**src/rtl/pattern_tx_pkg.sv**
```systemverilog
// pattern_tx_pkg: shared types, defaults and width helper for pattern_tx
//   DEF_WIDTH / DEF_REP_W : default pattern length and repeat-field width
//   state_t               : FSM states (GAP only with PATTERN_TX_GAP_EN)
//   LEN_W(w)              : width needed to hold a length 0..w
package pattern_tx_pkg;
  localparam int DEF_WIDTH = 8;
  localparam int DEF_REP_W = 4;
`ifdef PATTERN_TX_GAP_EN
  typedef enum logic [1:0] {IDLE, SHIFT, GAP} state_t;
`else
  typedef enum logic [1:0] {IDLE, SHIFT} state_t;
`endif
  function automatic int LEN_W(input int w);
    return $clog2(w + 1);
  endfunction
endpackage

```
**src/rtl/pattern_tx_if.sv**
```systemverilog
// pattern_tx_if: load/serial bus between a pattern source and pattern_tx
//   master : drives ld_valid, ld_data, ld_len, ld_reps, abort; sees ld_ready, out, out_valid, done
//   slave  : the transmitter side of the same signals
interface pattern_tx_if
  import pattern_tx_pkg::*;
#(
  parameter int WIDTH = DEF_WIDTH,
  parameter int REP_W = DEF_REP_W
);
  localparam int LW = LEN_W(WIDTH);
  logic             ld_valid;
  logic             ld_ready;
  logic [WIDTH-1:0] ld_data;
  logic [LW-1:0]    ld_len;
  logic [REP_W-1:0] ld_reps;
  logic             abort;
  logic             out;
  logic             out_valid;
  logic             done;
  modport master (
    output ld_valid, ld_data, ld_len, ld_reps, abort,
    input  ld_ready, out, out_valid, done
  );
  modport slave (
    input  ld_valid, ld_data, ld_len, ld_reps, abort,
    output ld_ready, out, out_valid, done
  );
endinterface

```
**src/rtl/pattern_tx_ctr.sv**
```systemverilog
// pattern_tx_ctr: loadable down-counter with zero flag
//   clk, rst_n : clock, asynchronous active-low reset (clears count)
//   ld, ld_val : load ld_val, takes priority over dec
//   dec        : decrement by one
//   cnt, zero  : current count and cnt == 0
module pattern_tx_ctr #(
  parameter int W = 4
) (
  input  logic         clk,
  input  logic         rst_n,
  input  logic         ld,
  input  logic [W-1:0] ld_val,
  input  logic         dec,
  output logic [W-1:0] cnt,
  output logic         zero
);
  always_ff @(posedge clk or negedge rst_n)
    if (!rst_n) cnt <= '0;
    else if (ld) cnt <= ld_val;
    else if (dec) cnt <= cnt - W'(1);
  assign zero = cnt == '0;
endmodule

```
**src/rtl/pattern_tx.sv**
```systemverilog
// pattern_tx: serialises a loaded pattern MSB-first, repeated ld_reps times
//   clk, rst_n : clock, asynchronous active-low reset
//   bus        : pattern_tx_if slave (load handshake, abort, out/out_valid/done)
//   PATTERN_TX_GAP_EN : when defined, one idle GAP cycle separates repetitions
module pattern_tx
  import pattern_tx_pkg::*;
#(
  parameter int WIDTH = DEF_WIDTH,
  parameter int REP_W = DEF_REP_W
) (
  input  logic           clk,
  input  logic           rst_n,
  pattern_tx_if.slave    bus
);
  localparam int LW = LEN_W(WIDTH);
  localparam logic [LW-1:0] L1 = LW'(1);
  localparam logic [REP_W-1:0] R1 = REP_W'(1);
  state_t           state, state_d;
  logic [WIDTH-1:0] data_r, src, sh;
  logic [LW-1:0]    len_r, sel, b_val, b_cnt;
  logic [REP_W-1:0] r_val, r_cnt;
  logic             b_ld, b_dec, b_zero, r_ld, r_zero;
  logic             out_r, ov_r, done_r, out_d, ov_d, done_d, accept;
  assign accept        = state == IDLE && bus.ld_valid && !bus.abort;
  assign bus.ld_ready  = state == IDLE;
  assign bus.out       = out_r;
  assign bus.out_valid = ov_r;
  assign bus.done      = done_r;
  // bit index of the bit currently on out
  pattern_tx_ctr #(.W(LW)) u_bit (
    .clk(clk), .rst_n(rst_n), .ld(b_ld), .ld_val(b_val), .dec(b_dec), .cnt(b_cnt), .zero(b_zero)
  );
  // repetitions still to send after the current one; stepped by reload
  pattern_tx_ctr #(.W(REP_W)) u_rep (
    .clk(clk), .rst_n(rst_n), .ld(r_ld), .ld_val(r_val), .dec(1'b0), .cnt(r_cnt), .zero(r_zero)
  );
  always_comb begin
    state_d = state;
    ov_d    = 1'b0;
    done_d  = 1'b0;
    b_ld    = 1'b0;
    b_dec   = 1'b0;
    r_ld    = 1'b0;
    r_val   = r_cnt - R1;
    src     = data_r;
    sel     = len_r - L1;
    case (state)
      IDLE: begin
        src   = bus.ld_data;
        sel   = bus.ld_len - L1;
        r_val = (bus.ld_reps == '0) ? '0 : bus.ld_reps - R1;
        if (accept) begin
          done_d  = bus.ld_len == '0;
          ov_d    = !done_d;
          b_ld    = ov_d;
          r_ld    = ov_d;
          state_d = ov_d ? SHIFT : IDLE;
        end
      end
      SHIFT: begin
        if (bus.abort) state_d = IDLE;
        else if (!b_zero) begin
          b_dec = 1'b1;
          sel   = b_cnt - L1;
          ov_d  = 1'b1;
        end else if (r_zero) begin
          state_d = IDLE;
          done_d  = 1'b1;
        end else begin
          r_ld = 1'b1;
`ifdef PATTERN_TX_GAP_EN
          state_d = GAP;
`else
          b_ld = 1'b1;
          ov_d = 1'b1;
`endif
        end
      end
`ifdef PATTERN_TX_GAP_EN
      GAP: begin
        state_d = bus.abort ? IDLE : SHIFT;
        b_ld    = !bus.abort;
        ov_d    = !bus.abort;
      end
`endif
      default: state_d = IDLE;
    endcase
    b_val = sel;
    sh    = src >> sel;
    out_d = ov_d & sh[0];
  end
  always_ff @(posedge clk or negedge rst_n)
    if (!rst_n) begin
      state  <= IDLE;
      out_r  <= 1'b0;
      ov_r   <= 1'b0;
      done_r <= 1'b0;
      data_r <= '0;
      len_r  <= '0;
    end else begin
      state  <= state_d;
      out_r  <= out_d;
      ov_r   <= ov_d;
      done_r <= done_d;
      if (accept) begin
        data_r <= bus.ld_data;
        len_r  <= bus.ld_len;
      end
    end
endmodule

```
**src/flat_wrapper.sv**
```systemverilog
// flat-port wrapper written by rule: the top's interface ports become plain ports
module pattern_tx_flat import pattern_tx_pkg::*;
#(
  parameter int WIDTH = DEF_WIDTH,
  parameter int REP_W = DEF_REP_W
)
  (clk, rst_n, bus_ld_valid, bus_ld_data, bus_ld_len, bus_ld_reps, bus_abort, bus_ld_ready, bus_out, bus_out_valid, bus_done);
  pattern_tx_if #(.WIDTH(WIDTH), .REP_W(REP_W)) bus_i ();
  input  logic clk;
  input  logic rst_n;
  input wire logic [$bits(bus_i.ld_valid)-1:0] bus_ld_valid;
  input wire logic [$bits(bus_i.ld_data)-1:0] bus_ld_data;
  input wire logic [$bits(bus_i.ld_len)-1:0] bus_ld_len;
  input wire logic [$bits(bus_i.ld_reps)-1:0] bus_ld_reps;
  input wire logic [$bits(bus_i.abort)-1:0] bus_abort;
  output wire logic [$bits(bus_i.ld_ready)-1:0] bus_ld_ready;
  output wire logic [$bits(bus_i.out)-1:0] bus_out;
  output wire logic [$bits(bus_i.out_valid)-1:0] bus_out_valid;
  output wire logic [$bits(bus_i.done)-1:0] bus_done;
  assign bus_i.ld_valid = bus_ld_valid;
  assign bus_i.ld_data = bus_ld_data;
  assign bus_i.ld_len = bus_ld_len;
  assign bus_i.ld_reps = bus_ld_reps;
  assign bus_i.abort = bus_abort;
  assign bus_ld_ready = bus_i.ld_ready;
  assign bus_out = bus_i.out;
  assign bus_out_valid = bus_i.out_valid;
  assign bus_done = bus_i.done;
  pattern_tx #(.WIDTH(WIDTH), .REP_W(REP_W)) u_core (.clk(clk), .rst_n(rst_n), .bus(bus_i));
endmodule
```
**config.mk**
```make
export PLATFORM = sky130hd
export DESIGN_NAME = pattern_tx_flat
export DESIGN_NICKNAME = d
export VERILOG_FILES = /design/src/rtl/pattern_tx_pkg.sv /design/src/rtl/pattern_tx_if.sv /design/src/rtl/pattern_tx_ctr.sv /design/src/rtl/pattern_tx.sv /design/src/flat_wrapper.sv
export SDC_FILE = /design/constraint.sdc
export NUM_CORES = 1
export LEC_CHECK = 0
export BUFFER_PORTS_ARGS = -buffer_cell sky130_fd_sc_hd__buf_2
export CORE_MARGIN = 2
export CORE_UTILIZATION = 45
export CTS_CLUSTER_DIAMETER = 30
export CTS_CLUSTER_SIZE = 14
export DETAILED_ROUTE_END_ITERATION = 6
export PLACE_DENSITY_LB_ADDON = 0.3
export SYNTH_ARGS = -nofsm -noshare
export SYNTH_HDL_FRONTEND = slang
export SYNTH_SLANG_ARGS = --single-unit
```
**constraint.sdc**
```tcl
create_clock -name clk -period 2.4 [get_ports clk]
set_clock_uncertainty 0.15 [all_clocks]
set_input_delay 0.6 -clock clk [delete_from_list [all_inputs] [get_ports clk]]
set_output_delay 0.6 -clock clk [all_outputs]
set_load 0.01 [all_outputs]
```
==> run_results.csv, run 1 <==
group,metric,value,unit
final_layout,drive_gt1_frac,0.325,
clock_network,cts.sinks,24,
yosys,syn_area,1590,sq um
setup_path,critPathMaxStageDelay,420,ps
yosys,synthTopCellsByCount,"24 x dfrtp_1, 14 x nand2_1, 14 x o21ai_0",
floorplan,die_area,4020,sq um
setup_path,worstSetupStartpointType,"register",
floorplan,core-area,3360,sq um
placement,placed_cells,237,
yosys,synth_edf_count,0,
power,p_int,877,uW
placement,dpl_worst_slack,44.9,ps
detailed_routing,drtAntennaViolNets,0,
final_layout,layoutNonFillerInstCount,243,
power,pwr-share-seq,0.419,
yosys,ys_ff_latch,24,
global_route,overflow,0,
setup_path,required,2470,ps
placement,globalplace.congestion,0.848,
clock_network,clock_latency,320,ps
yosys,netlist.area_leader.share,0.379,
power,switching_share,0.366,
final_layout,antennaDiodeCount,0,
floorplan,rows,21,
sta,hold_viol,0,
sta,fin_crit_sh,0.940,
detailed_routing,drc_errors,0,
clock_network,cts_made_buffers,3,
setup_path,path_max_fanout,4,
detailed_routing,viasPerCell,5.54,
clock_network,clk_pin_slew_worst_paths,130,ps
power,vdd_drop_max,338,uV
yosys,synth_area_leaders,"dfrtp_1 38%, mux2_2 7.8%, o21ai_0 4.4%",
floorplan,fp.dieW,63.4,um
yosys,ys_types,49,
setup_path,cp-end-kind,"register",
setup_path,critPathBufInv,2,
yosys,yosysTopAreaCell,"dfrtp_1",
yosys,ys.flop_type,"dfrtp_1",
global_route,grt_use_total,0.181,
sta,min_period,2260,ps
yosys,yosysMostFrequentCell,"dfrtp_1",
placement,port_buffers,23,
sta,final_max_slew_viol_count,0,
yosys,async_flop_share,1.00,
global_route,grt_max_degree,25,
sta,fmax,443,MHz
sta,worst_pin_slew,533,ps
setup_path,cp_top_family,"compound AO/OA/AOI/OAI gates",
final_layout,nets,223,
clock_network,clockRootBuffer,"clkbuf_4",
global_route,grt_pass1_wl,5.89,mm
power,power_switching,506,uW
clock_network,cts_tree,"yes",
power,power_leakage,0.836,nW
power,clockPowerShare,0.158,
clock_network,htreeDepth,1,
placement,dp_hpwl,2.62,mm
detailed_routing,wl_per_cell,14.0,um
sta,worst_hold_slack,89.5,ps
run_status,status,"complete, no violations",
floorplan,die_y,63.4,um
yosys,synthCells,166,
sta,maxSlewHeadroom,0.645,
sta,rsz0062_at_grt,"no",
yosys,ys_seq_area_frac,0.379,
final_layout,syn2layout_area_growth,17.0,%
clock_network,clockBufferDepth,2,
setup_path,worstSetupPathType,"reg2reg",
detailed_routing,wl,3.40,mm
power,combPwrFrac,0.423,
hold_path,hp-class,"in2async",
sta,final.setup.tns,0,ps
detailed_routing,drt_iter0_drc,30,
power,power.density,745,nW/um^2
yosys,synth.yosys.warnings,0,
global_route,antenna_found_initial,0,
global_route,grt_pass1_vias,1326,
setup_path,path_cells,"inv_1 -> ha_1 -> nor3b_4 -> buf_4 -> o21a_1 -> o32ai_1 -> a311oi_1 -> a22oi_1 -> and4_1",
floorplan,start_util,0.472,
detailed_routing,dr_total_vias,1347,
sta,fin_ws,145,ps
flow_run,cap_violations,0,
yosys,postSynthAreaPerCell,9.56,sq um
clock_network,hold_buffers,0,
floorplan,pin_count,24,
setup_path,cp_slowest_cell,"dfrtp_1",
detailed_routing,drt_pass1_iterations,4,
yosys,syn_nets,191,
setup_path,cp.arrival,2330,ps
sta,setup_viol,0,
[path summary, 6_finish.rpt]
kind | startpoint | endpoint | slack, ps | depth (start not counted)
setup / recovery | u_core.u_bit.cnt[0] | u_core.bus.out | 140 | 9
hold / removal | rst_n | u_core.u_rep.cnt[2] | 90 | 1
setup reg to reg | u_core.u_bit.cnt[0] | u_core.bus.out | 140 | 9
hold reg to reg | u_core.data_r[0] | u_core.data_r[0] | 380 | 1
max in group asynchronous | rst_n | u_core.len_r[3] | 1660 | 1
min in group clk | bus_ld_data[4] | u_core.data_r[4] | 370 | 2
[cells in the final DEF, fill, tap and decap left out, types with 5 or more instances in the layout]
master / synthesis / layout
a21oi_1: 7 / 7
buf_2: 3 / 23
buf_4: 1 / 11
dfrtp_1: 24 / 24
ha_1: 5 / 5
inv_1: 9 / 9
mux2_2: 11 / 11
nand2_1: 14 / 14
nor2_1: 11 / 10
nor3_1: 7 / 7
o21ai_0: 14 / 14
[metrics by stage]
step	total power [mW]	util	instance area, sq um
3_3_place_gp	1.13	0.533	1790
6_report	1.38	0.552	1860
4_1_cts	1.37	0.544	1830
2_1_floorplan	0.995	-	1590
3_5_place_dp	1.15	0.533	1790
5_1_grt	1.49	0.552	1860
[final cells by class]
class	instances	area (sq um)
multi-input combinational	126	931
timing repair buffer	34	198
clock buffer	4	36.3
tap	46	57.6
fill	321	1510
inverter	9	33.8
sequential	24	601
[sequential cells by signal (all words and copies together) (netlist names)]
| register | cells |
|---|---|
| u_core.data_r | 8 |
| u_core.len_r | 4 |
| u_core.u_bit.cnt | 4 |
| u_core.u_rep.cnt | 4 |
| u_core.bus.done | 1 |
| u_core.bus.out | 1 |
| u_core.bus.out_valid | 1 |
| u_core.state | 1 |
[metal layers]
layer | wire [um] | global-route usage | part of all wire
met3 | 85 | 0.0214 | 0.025
met2 | 1700 | 0.304 | 0.50
met4 | 37 | 0.0571 | 0.011
met5 | 0 | 0 | 0
met1 | 1580 | 0.242 | 0.46
[cell families after synthesis]
logic type | after synthesis | share of synthesized area
multiplexers | 18 | 0.139
XOR/XNOR | 6 | 0.0331
AO/OA/AOI/OAI | 46 | 0.188
AND/OR/NAND/NOR | 51 | 0.180
buffers and inverters | 16 | 0.0426
flip-flops | 24 | 0.379
adder cells (fa/ha/maj) | 5 | 0.0394
[power by group through the flow]
stage               combinational (mW)  clock [mW]  sequential [mW]
floorplan                        0.430           0            0.566
global placement                 0.548           0            0.584
detailed placement               0.565           0            0.588
CTS                              0.568       0.222            0.580
global route                     0.653       0.240            0.593
finish                           0.585       0.218            0.580
[what timing repair did]
item                       CTS  global route
hold endpoints to repair     0             0
buffers inserted             0             2
setup endpoints to repair    0             2
gates resized for setup      0             3
Power figures use the tool's default switching activity.
==> inputs of run 2 (changes only) <==
--- a/config.mk
+++ b/config.mk
@@ -12,6 +12,7 @@
 export CTS_CLUSTER_SIZE = 14
 export DETAILED_ROUTE_END_ITERATION = 6
 export PLACE_DENSITY_LB_ADDON = 0.3
+export RECOVER_POWER = 25
 export SYNTH_ARGS = -nofsm -noshare
 export SYNTH_HDL_FRONTEND = slang
 export SYNTH_SLANG_ARGS = --single-unit
==> run 2 against run 1 <==
  * Sequential power is essentially flat
  * Clock power hardly changed
  * Largest cell class unchanged
  * Largest power group unchanged
  * Wire length hardly changed
  * Fmax about the same
==> run_results.csv, run 2 (synthesized netlist as in run 1, its figures left out) <==
group,metric,value,unit
clock_network,htreeDepth,1,
detailed_routing,drt_pass1_iterations,4,
detailed_routing,drc_errors,0,
clock_network,cts.sinks,24,
floorplan,die_y,63.4,um
setup_path,required,2470,ps
detailed_routing,drt_iter0_drc,30,
placement,dpl_worst_slack,44.9,ps
setup_path,r2r_slack,140,ps
detailed_routing,dr_total_vias,1347,
floorplan,pin_count,24,
clock_network,clock_latency,320,ps
sta,min_period,2260,ps
floorplan,start_util,0.472,
setup_path,worstSetupStartpointType,"register",
sta,worst_pin_slew,1270,ps
final_layout,largest_reg_flops,8,
clock_network,clockRootBuffer,"clkbuf_4",
sta,fin_ws,145,ps
final_layout,nets,223,
sta,setup_viol,0,
sta,worst_hold_slack,368,ps
setup_path,path_max_fanout,4,
clock_network,clockBufferDepth,2,
placement,port_buffers,23,
floorplan,core-area,3360,sq um
sta,hold_viol,0,
hold_path,hp-class,"in2async",
detailed_routing,viasPerCell,5.54,
final_layout,antennaDiodeCount,0,
sta,fin_crit_sh,0.940,
final_layout,top_register,"u_core.data_r",
global_route,grt_max_degree,25,
sta,fmax,443,MHz
sta,rsz0062_at_grt,"no",
setup_path,reg2reg_depth,9,
setup_path,cp.arrival,2330,ps
final_layout,regArea,601,sq um
detailed_routing,wl,3.40,mm
setup_path,startpoint,"u_core.u_bit.cnt[0]",
clock_network,clk_pin_slew_worst_paths,130,ps
setup_path,reg2reg_from,"u_core.u_bit.cnt[0]",
final_layout,drive_gt1_frac,0.320,
placement,dp_hpwl,2.62,mm
detailed_routing,wl_per_cell,14.0,um
setup_path,cp-end-kind,"register",
final_layout,fill_cells,322,
final_layout,mostFrequentLayoutCell,"dfrtp_1",
floorplan,fp.dieW,63.4,um
clock_network,cts_made_buffers,3,
sta,maxSlewHeadroom,0.151,
final_layout,final_area,1860,sq um
flow_run,cap_violations,0,
floorplan,die_area,4020,sq um
global_route,overflow,0,
detailed_routing,drtAntennaViolNets,0,
floorplan,rows,21,
final_layout,final_cell_mix,"24 x dfrtp_1, 22 x buf_2, 14 x nand2_1, 14 x o21ai_0",
run_status,status,"complete, no violations",
setup_path,timing.rr.end,"u_core.bus.out",
sta,final_max_slew_viol_count,0,
global_route,antenna_found_initial,0,
global_route,grt_pass1_vias,1326,
placement,post_dp_cell_area,1790,sq um
power,vdd_drop_max,338,uV
setup_path,worstSetupPathType,"reg2reg",
final_layout,multi_input_area,931,sq um
sta,final.setup.tns,0,ps
final_layout,syn2layout_area_growth,17.0,%
clock_network,cts_tree,"yes",
global_route,grt_pass1_wl,5.89,mm
placement,globalplace.congestion,0.848,
power,power.density,745,nW/um^2
global_route,grt_use_total,0.181,
power,power_leakage,0.834,nW
## run 2: final cells by class
type,count,area share
Timing Repair Buffer,34,0.106
Inverter,9,0.0182
Multi-Input combinational cell,126,0.502
Sequential cell,24,0.324
Tap cell,46,0.0310
Clock buffer,4,0.0196
## run 2: critical path, cell delays in order, from the launching register on
cell and delay, ps:
dfrtp_1 420, inv_1 130, ha_1 190, nor3b_4 290, buf_4 180, o21a_1 150
o32ai_1 100, a311oi_1 210, a22oi_1 110, and4_1 220
## run 2: stage by stage
| stage | utilization | total power [mW] | std cells |
|---|---|---|---|
| after floorplan | - | 0.995 | 166 |
| after global routing | 0.552 | 1.49 | 243 |
| after CTS | 0.544 | 1.37 | 241 |
| after global placement | 0.533 | 1.13 | 237 |
| after detailed placement | 0.533 | 1.15 | 237 |
| final | 0.552 | 1.38 | 243 |
## run 2: power breakdown
group          internal, mW  switching [mW]
clock network        0.0928           0.125
registers             0.497          0.0832
logic                 0.287           0.298
## run 2: worst max-delay path by stage
stage	to	slack, ps	cells past startpoint
2_1_floorplan	u_core.u_rep.cnt[3]	250	8
3_3_place_gp	u_core.u_rep.cnt[3]	70	9
3_5_place_dp	u_core.u_rep.cnt[3]	40	9
4_1_cts	u_core.u_bit.cnt[1]	100	8
5_1_grt	u_core.bus.out	10	9
6_report	u_core.bus.out	140	9
## run 2: what timing repair did
| item | CTS | global route |
|---|---|---|
| setup buffers | 0 | 2 |
| hold endpoints to repair | 0 | 0 |
| endpoints found under the setup margin | 0 | 2 |
| gates resized for setup | 0 | 3 |
| hold buffers | 0 | 0 |
## run 2: routing by layer
layer / GRT usage / up-vias / routed length [um]
li1: - / 664 / -
met4: 0.0571 / 0 / 37
met5: 0 / - / 0
met3: 0.0214 / 4 / 84
met2: 0.304 / 22 / 1700
met1: 0.242 / 657 / 1580
==> inputs of run 3 (changes only) <==
==> constraint.sdc (replaced) <==
create_clock -name clk -period 2.4 [get_ports clk]
set_clock_uncertainty 0.15 [all_clocks]
set_input_delay 0.48 -clock clk [delete_from_list [all_inputs] [get_ports clk]]
set_output_delay 0.48 -clock clk [all_outputs]
set_load 0.01 [all_outputs]
==> run 3 against run 2 <==
  * Count of clock-buffer cells in the layout stayed put
  * Sequential share of layout area grew 0.22 points
  * Largest power group is now registers
  * Non-clock buffer count fell by 2
  * Flip-flop and latch count unchanged
  * Die area did not move
  * Utilization is 0.37 points lower
  * Via count fell by 0.97%
  * Hold slack got worse by 120 ps
  * Sequential power hardly changed
==> run_results.csv, run 3 (synthesized netlist as in run 1, its figures left out) <==
group,metric,value,unit
clock_network,cts_tree,"yes",
sta,setup_viol,0,
setup_path,worstSetupStartpointType,"register",
sta,fin_ws,155,ps
clock_network,cts_made_buffers,3,
sta,rsz0062_at_grt,"no",
detailed_routing,wl,3.30,mm
final_layout,mostFrequentLayoutCell,"dfrtp_1",
setup_path,r2r_slack,160,ps
power,vdd_drop_max,285,uV
floorplan,start_util,0.472,
setup_path,required,2470,ps
sta,final.setup.tns,0,ps
final_layout,layoutNonFillerInstCount,241,
hold_path,hold_depth,3,
sta,fin_crit_sh,0.935,
detailed_routing,dr_total_vias,1334,
setup_path,cp.arrival,2310,ps
global_route,overflow,0,
placement,placed_cells,234,
power,power.density,744,nW/um^2
global_route,grt_pass1_vias,1313,
sta,fmax,445,MHz
hold_path,holdCritStartpoint,"bus_ld_len[0]",
power,power_leakage,0.822,nW
global_route,grt_use_total,0.184,
final_layout,top_register,"u_core.data_r",
setup_path,timing.rr.end,"u_core.bus.out",
setup_path,reg2reg_from,"u_core.u_bit.cnt[0]",
run_status,status,"complete, no violations",
floorplan,fp.dieW,63.4,um
clock_network,clock_latency,320,ps
global_route,grt_pass1_wl,5.98,mm
setup_path,cp-end-kind,"register",
placement,dpl_worst_slack,74.8,ps
detailed_routing,viasPerCell,5.54,
global_route,antenna_found_initial,0,
clock_network,htreeDepth,1,
hold_path,hp-class,"in2reg",
detailed_routing,drc_errors,0,
detailed_routing,drt_iter0_drc,19,
sta,final_max_slew_viol_count,0,
floorplan,die_area,4020,sq um
sta,worst_pin_slew,1320,ps
final_layout,largest_reg_flops,8,
hold_path,hold_end,"u_core.len_r[0]",
clock_network,clk_pin_slew_worst_paths,130,ps
sta,hold_viol,0,
setup_path,path_max_fanout,4,
detailed_routing,drt_pass1_iterations,4,
setup_path,startpoint,"u_core.u_bit.cnt[0]",
final_layout,final_cell_mix,"24 x dfrtp_1, 22 x buf_2, 14 x nand2_1, 14 x o21ai_0, 11 x mux2_2",
sta,min_period,2240,ps
placement,globalplace.congestion,0.887,
setup_path,worstSetupPathType,"reg2reg",
flow_run,cap_violations,0,
global_route,grt_max_degree,25,
final_layout,drive_gt1_frac,0.308,
clock_network,cts.sinks,24,
final_layout,antennaDiodeCount,0,
floorplan,pin_count,24,
clock_network,clockBufferDepth,2,
detailed_routing,wl_per_cell,13.7,um
final_layout,post-route-util,0.548,
sta,worst_hold_slack,246,ps
placement,dp_hpwl,2.61,mm
setup_path,reg2reg_depth,9,
final_layout,syn2layout_area_growth,16.2,%
floorplan,rows,21,
detailed_routing,drtAntennaViolNets,0,
clock_network,clockRootBuffer,"clkbuf_4",
sta,maxSlewHeadroom,0.121,
floorplan,die_y,63.4,um
floorplan,core-area,3360,sq um
placement,port_buffers,23,
final_layout,nets,221,
run 3: final cells by class:
cell class                 count  area, sq um
timing repair buffer          32          184
multi-input combinational    126          931
sequential                    24          601
tap                           46         57.6
clock buffer                   4         36.3
inverter                       9         33.8
fill                         336         1520
run 3: how the worst max path moves through the flow:
| stage | end | slack, ps |
|---|---|---|
| after floorplan | u_core.u_bit.cnt[1] | 290 |
| after global placement | u_core.u_rep.cnt[3] | 120 |
| after detailed placement | u_core.u_rep.cnt[3] | 70 |
| after CTS | u_core.bus.out | 80 |
| after global routing | u_core.bus.out | 20 |
| final | u_core.bus.out | 160 |
run 3: worst max-delay path, stage by stage, from the launching register on:
cell      delay [ps]
dfrtp_1          420
inv_1            140
ha_1             190
nor3b_4          290
buf_4            170
o21a_1           140
o32ai_1           90
a311oi_1         210
a22oi_1          110
and4_1           220
run 3: per-stage QoR:
stage,area (sq um),total power [mW]
floorplan,1590,0.995
CTS,1820,1.37
detailed placement,1770,1.15
finish,1840,1.37
global route,1840,1.48
global placement,1770,1.12
run 3: timing repair:
item | CTS | global route
endpoints found under the hold margin | 24 | 0
hold buffers | 1 | 0
resized for setup | 0 | 3
setup buffers | 0 | 2
endpoints found under the setup margin | 0 | 2
run 3: power breakdown:
group          total (mW)  internal, mW  switching [mW]
clock network       0.215        0.0928           0.122
logic               0.574         0.283           0.291
registers           0.582         0.497          0.0849
total                1.37         0.873           0.498
run 3: metal layers:
metal  GRT usage  vias up  share of wire
met1       0.233      642           0.45
li1            -      661              -
met5           0        -              0
met3      0.0179        6          0.032
met4      0.0652        0          0.012
met2       0.324       25           0.51
